**src/rtl/spram_pkg.sv**
```systemverilog
// Shared types and default geometry for the single-port RAM and its request controller.
package spram_pkg;

   typedef enum logic [1:0] {StInit, StRun, StDrain} state_e;

   localparam int unsigned DefDwidth   = 8;
   localparam int unsigned DefAwidth   = 8;
   localparam int unsigned DefMemdepth = 256;

endpackage

```
**src/rtl/spram_rsp_fifo.sv**
```systemverilog
// Response FIFO holding captured RAM read data until the consumer takes it.
// Head data reads as zero while empty so the output is well defined.
module spram_rsp_fifo #(
   parameter int unsigned DWIDTH    = 8,
   parameter int unsigned RSP_DEPTH = 4
) (
   input  logic                             clk,
   input  logic                             rst,
   input  logic                             push,
   input  logic [DWIDTH-1:0]                push_data,
   input  logic                             pop,
   output logic [$clog2(RSP_DEPTH + 1)-1:0] count,
   output logic                             empty,
   output logic [DWIDTH-1:0]                head_data
);

   localparam int unsigned CntW     = $clog2(RSP_DEPTH + 1);
   localparam int unsigned PtrW     = (RSP_DEPTH > 1) ? $clog2(RSP_DEPTH) : 1;
   localparam int unsigned LastSlot = RSP_DEPTH - 1;
   localparam logic [PtrW-1:0] LastPtr = LastSlot[PtrW-1:0];

   logic [DWIDTH-1:0] mem_q [RSP_DEPTH];
   logic [PtrW-1:0]   wr_ptr_q, wr_ptr_d;
   logic [PtrW-1:0]   rd_ptr_q, rd_ptr_d;
   logic [CntW-1:0]   count_q, count_d;
   logic              do_push, do_pop;

   // The upstream credit rule guarantees push never arrives while full.
   assign do_push   = push;
   assign do_pop    = pop && (count_q != '0);
   assign count     = count_q;
   assign empty     = (count_q == '0);
   assign head_data = empty ? '0 : mem_q[rd_ptr_q];

   always_comb begin
      wr_ptr_d = wr_ptr_q;
      rd_ptr_d = rd_ptr_q;
      count_d  = count_q;
      if (do_push) begin
         wr_ptr_d = (wr_ptr_q == LastPtr) ? '0 : wr_ptr_q + PtrW'(1);
      end
      if (do_pop) begin
         rd_ptr_d = (rd_ptr_q == LastPtr) ? '0 : rd_ptr_q + PtrW'(1);
      end
      case ({do_push, do_pop})
         2'b10:   count_d = count_q + CntW'(1);
         2'b01:   count_d = count_q - CntW'(1);
         default: count_d = count_q;
      endcase
   end

   always_ff @(posedge clk or posedge rst) begin
      if (rst) begin
         wr_ptr_q <= '0;
         rd_ptr_q <= '0;
         count_q  <= '0;
      end else begin
         wr_ptr_q <= wr_ptr_d;
         rd_ptr_q <= rd_ptr_d;
         count_q  <= count_d;
      end
   end

   always_ff @(posedge clk) begin
      if (do_push) begin
         mem_q[wr_ptr_q] <= push_data;
      end
   end

endmodule

```
**src/rtl/spram_req_ctrl.sv**
```systemverilog
// Request-side controller for the single-port RAM: zero-fill on reset/clear, then
// one access per cycle with read data queued in order behind a credit-limited FIFO.
module spram_req_ctrl
   import spram_pkg::*;
#(
   parameter int unsigned DWIDTH    = DefDwidth,
   parameter int unsigned AWIDTH    = DefAwidth,
   parameter int unsigned MEMDEPTH  = DefMemdepth,
   parameter int unsigned RSP_DEPTH = 4
) (
   input  logic              clk,
   input  logic              rst,
   input  logic              clr_req,
   output logic              busy,
   input  logic              req_valid,
   output logic              req_ready,
   input  logic              req_wr,
   input  logic [AWIDTH-1:0] req_addr,
   input  logic [DWIDTH-1:0] req_wdata,
   output logic              rsp_valid,
   input  logic              rsp_ready,
   output logic [DWIDTH-1:0] rsp_rdata,
   output logic              ram_en,
   output logic              ram_wen,
   output logic [AWIDTH-1:0] ram_addr,
   output logic [DWIDTH-1:0] ram_datai,
   input  logic [DWIDTH-1:0] ram_datao
);

   localparam int unsigned CntW    = $clog2(RSP_DEPTH + 1);
   localparam int unsigned LastIdx = MEMDEPTH - 1;
   localparam logic [AWIDTH-1:0] LastAddr  = LastIdx[AWIDTH-1:0];
   localparam logic [CntW:0]     CreditMax = RSP_DEPTH[CntW:0];

   state_e            state_q, state_d;
   logic [AWIDTH-1:0] cnt_q, cnt_d;
   logic              rd_pend_q, rd_pend_d;
   logic [CntW-1:0]   fifo_count;
   logic              fifo_empty;
   logic [CntW:0]     credit_used;
   logic              accept;

   // Reads in flight plus queued responses may never exceed the FIFO size.
   assign credit_used = {1'b0, fifo_count} + {{CntW{1'b0}}, rd_pend_q};
   assign req_ready   = (state_q == StRun) && (credit_used < CreditMax);
   assign accept      = req_valid && req_ready;
   assign busy        = (state_q != StRun);
   assign rsp_valid   = !fifo_empty;

   always_comb begin
      ram_en    = 1'b0;
      ram_wen   = 1'b0;
      ram_addr  = req_addr;
      ram_datai = req_wdata;
      if (state_q == StInit) begin
         ram_en    = 1'b1;
         ram_wen   = 1'b1;
         ram_addr  = cnt_q;
         ram_datai = '0;
      end else if (accept) begin
         ram_en  = 1'b1;
         ram_wen = req_wr;
      end
   end

   always_comb begin
      state_d   = state_q;
      cnt_d     = cnt_q;
      rd_pend_d = accept && !req_wr;
      unique case (state_q)
         StInit: begin
            cnt_d = cnt_q + AWIDTH'(1);
            if (cnt_q == LastAddr) begin
               state_d = StRun;
               cnt_d   = '0;
            end
         end
         StRun: begin
            if (clr_req) begin
               state_d = StDrain;
            end
         end
         StDrain: begin
            // A pending read is captured this cycle, so INIT may follow right away.
            if (!rd_pend_d) begin
               state_d = StInit;
               cnt_d   = '0;
            end
         end
         default: state_d = StInit;
      endcase
   end

   always_ff @(posedge clk or posedge rst) begin
      if (rst) begin
         state_q   <= StInit;
         cnt_q     <= '0;
         rd_pend_q <= 1'b0;
      end else begin
         state_q   <= state_d;
         cnt_q     <= cnt_d;
         rd_pend_q <= rd_pend_d;
      end
   end

   spram_rsp_fifo #(
      .DWIDTH    (DWIDTH),
      .RSP_DEPTH (RSP_DEPTH)
   ) u_rsp_fifo (
      .clk       (clk),
      .rst       (rst),
      .push      (rd_pend_q),
      .push_data (ram_datao),
      .pop       (rsp_ready),
      .count     (fifo_count),
      .empty     (fifo_empty),
      .head_data (rsp_rdata)
   );

endmodule

```
**config.mk**
```make
export PLATFORM = sky130hd
export DESIGN_NAME = spram_req_ctrl
export DESIGN_NICKNAME = d
export VERILOG_FILES = /design/src/rtl/spram_pkg.sv /design/src/rtl/spram_rsp_fifo.sv /design/src/rtl/spram_req_ctrl.sv
export SDC_FILE = /design/constraint.sdc
export NUM_CORES = 1
export LEC_CHECK = 0
export ABC_AREA = 1
export BUFFER_PORTS_ARGS = -buffer_cell sky130_fd_sc_hd__buf_4
export CORE_MARGIN = 10
export CORE_UTILIZATION = 57
export DETAILED_ROUTE_END_ITERATION = 10
export PLACE_DENSITY = 0.82
export SLEW_MARGIN = 20
export SYNTH_ARGS = -nofsm -noshare
export SYNTH_HDL_FRONTEND = slang
export SYNTH_SLANG_ARGS = --single-unit
```
**constraint.sdc**
```tcl
create_clock -name clk -period 4.78 [get_ports clk]
set_clock_uncertainty 0.15 [all_clocks]
set_input_delay 0.478 -clock clk [delete_from_list [all_inputs] [get_ports clk]]
set_output_delay 0.478 -clock clk [all_outputs]
set_load 0.1 [all_outputs]
```
==> flow_summary_export.csv <==
group,metric,value,unit
global_routing,antenna_found_initial,0,
sta,finalCriticalPeriod,2.53,ns
sta,hold_viol,0,
run,maxCapViolations,0,
yosys,ys_warn_count,0,
cells_and_area,drive_above_1_share,24.2,%
cts,htreeDepth,2,
floorplan,io_pins,59,
global_routing,grt_util_all_layers,15.0,%
power,power.density,689,mW/mm2
sta,max_freq,0.396,GHz
cts,cts.sinks,50,
sta,holdWs,0.148,ns
routing,final_antenna_net_count,0,
yosys,syn_nets,302,
yosys,synth_area_per_cell,9.42,um2
yosys,seq_area_frac_synth,56.7,%
yosys,synth_edf_count,32,
cells_and_area,utilization,73.6,%
worst_setup_path,path_buf_inv,2,
place,dp_hpwl,4.10,mm
worst_setup_path,worstPathCellList,"inv_2 > o21ai_0 > a21oi_1 > buf_4",
yosys,async_reset_ff_share,36.0,%
global_routing,grt_pass1_wl,9.05,mm
cts,clk_pin_slew,0.09,ns
worst_setup_path,worst_ep_required_time,4.15,ns
cts,cts_tree,"built",
sta,slew_headroom,51.5,%
floorplan,die_area,0.00741,mm2
place,gp_routability_congestion,0.828,
cts,cts_root_buf,"clkbuf_8",
place,numPortBuffers,58,
routing,drt-wirelength-per-cell,14.6,um
worst_setup_path,critPathTopFamily,"flip-flops",
worst_hold_path,hold_class,"input pin to asynchronous set/reset pin",
routing,post-route-drc-count,0,
worst_setup_path,cp-start-kind,"flop",
routing,drtIter0Drc,144,
cts,holdBufCountCts,0,
worst_setup_path,slowest_delay,0.72,ns
routing,routed_via_density,5.05,
yosys,ys_ff_latch,50,
floorplan,core-area,0.00412,mm2
cts,clockBufferDepth,2,
cts,cts_buffers,5,
cells_and_area,final_nets,359,
worst_setup_path,arrival,1.90,ns
sta,timing.final.crit_share,52.8,%
worst_setup_path,r2r_slack,2.61,ns
floorplan,num_rows,23,
yosys,synthFlopType,"edfxtp_1",
power,leakagePower,1.40,nW
worst_setup_path,path_max_fanout,19,
floorplan,fp.dieW,86.1,um
cells_and_area,fill_cells,287,
routing,first_pass_iters,4,
run_status,outcome,"completed",
yosys,yosysTopAreaCellShare,38.6,%
cts,post_cts_resized,0,
floorplan,die_h,86.1,um
yosys,synth_area_leaders,"edfxtp_1, dfrtp_1, nor2_1",
cts,clock_latency,0.30,ns
worst_setup_path,cp-end-kind,"primary output",
power,ir_worst_vdd,0.527,mV
power,power.total,2.09,mW
cts,post_cts_buffers,0,
cells_and_area,diodes,0,
routing,num_vias,1880,
worst_setup_path,slowest_stage,"dfrtp_1",
worst_setup_path,path_class,"flop to primary output",
cells_and_area,area_delta_synth_final,21.7,%
place,dp.cells,364,
sta,maxSlewViolCount,0,
sta,finalSetupTns,0,ns
sta,setup_violations,0,
sta,worst_slew_pin_slew,0.727,ns
floorplan,start_util,60.4,%
cells_and_area,final_cells,372,
global_routing,grt-ovfl-total,0,
yosys,synth_top_cell_by_area,"edfxtp_1",
yosys,synth_cells,264,
cells_and_area,mostFrequentLayoutCell,"buf_4",
yosys,syn_area,0.00249,mm2
global_routing,grt_pass1_vias,1905,
global_routing,grt_max_degree,20,
routing,totalWireLength,5.44,mm
yosys,yosysUniqueCellTypes,28,
cells_and_area,mostFrequentLayoutCells,"buf_4, nor2_1, nand2_1",
sta,rsz0062_at_grt,"no",
sequential cells by signal, summed over array words and instances (netlist names):
signal,flops
u_rsp_fifo.mem_q,32
cnt_q,8
u_rsp_fifo.count,3
state_q,2
u_rsp_fifo.rd_ptr_q,2
u_rsp_fifo.wr_ptr_q,2
rd_pend_q,1
kinds of logic (layout without fill, tap and decap cells):
| group | Yosys count | in the layout | share of synthesized area (%) |
|---|---|---|---|
| and+or+nand+nor | 110 | 110 | 19.2 |
| DFF | 50 | 50 | 56.7 |
| AOI/OAI and AO/OA | 46 | 46 | 9.76 |
| buffers and inverters | 46 | 104 | 8.55 |
| adders and majority gates | 8 | 8 | 4.33 |
| xor gates and xnor gates | 4 | 4 | 1.41 |
synthesized netlist by cell type (3+ instances only):
cell type / n
nor2_1: 46
buf_6: 4
o21ai_0: 22
inv_1: 35
edfxtp_1: 32
a21oi_1: 10
ha_1: 7
buf_2: 3
o21ai_1: 10
dfrtp_1: 18
nand3_1: 9
nand2_1: 45
area by class of cell:
cell class	count	area, um2	area share [%]
inverters	38	145	4.79
repair buffers	58	435	14.4
flip-flops and latches	50	1410	46.6
well taps	50	62.6	2.07
clock inverters	2	37.5	1.24
clock buffers	6	72.6	2.40
multi-input cells	168	863	28.5
worst paths after layout:
kind,cells after the start,end,from
max in group asynchronous,2,cnt_q[3],rst
setup reg to reg,6,u_rsp_fifo.count[1],u_rsp_fifo.count[1]
hold / removal,2,state_q[0],rst
setup / recovery,4,rsp_rdata[4],u_rsp_fifo.rd_ptr_q[0]
min in group clk,2,rd_pend_q,req_wr
hold reg to reg,1,u_rsp_fifo.wr_ptr_q[0],u_rsp_fifo.wr_ptr_q[0]
layer usage:
| metal | part of all wire (%) | vias to the layer above | global-route usage (%) |
|---|---|---|---|
| li1 | - | 965 | - |
| met1 | 41 | 847 | 17.8 |
| met2 | 52 | 59 | 25.7 |
| met3 | 5.9 | 9 | 4.26 |
| met4 | 1.2 | 0 | 4.34 |
| met5 | 0 | - | 0 |
metrics by stage:
stage,instance area (um2),setup WS (ns)
6_report,3030,2.25
5_1_grt,3030,2.07
4_1_cts,3030,2.26
3_5_place_dp,2920,2.59
3_3_place_gp,2920,2.68
2_1_floorplan,2490,1.36
where the power goes:
group	switching [mW]	leakage (nW)	internal, mW
registers	0.101	0.513	0.513
logic	0.913	0.831	0.269
clock network	0.134	0.0514	0.156
total	1.15	1.40	0.938
No activity file was read; power rests on OpenSTA's default activity.
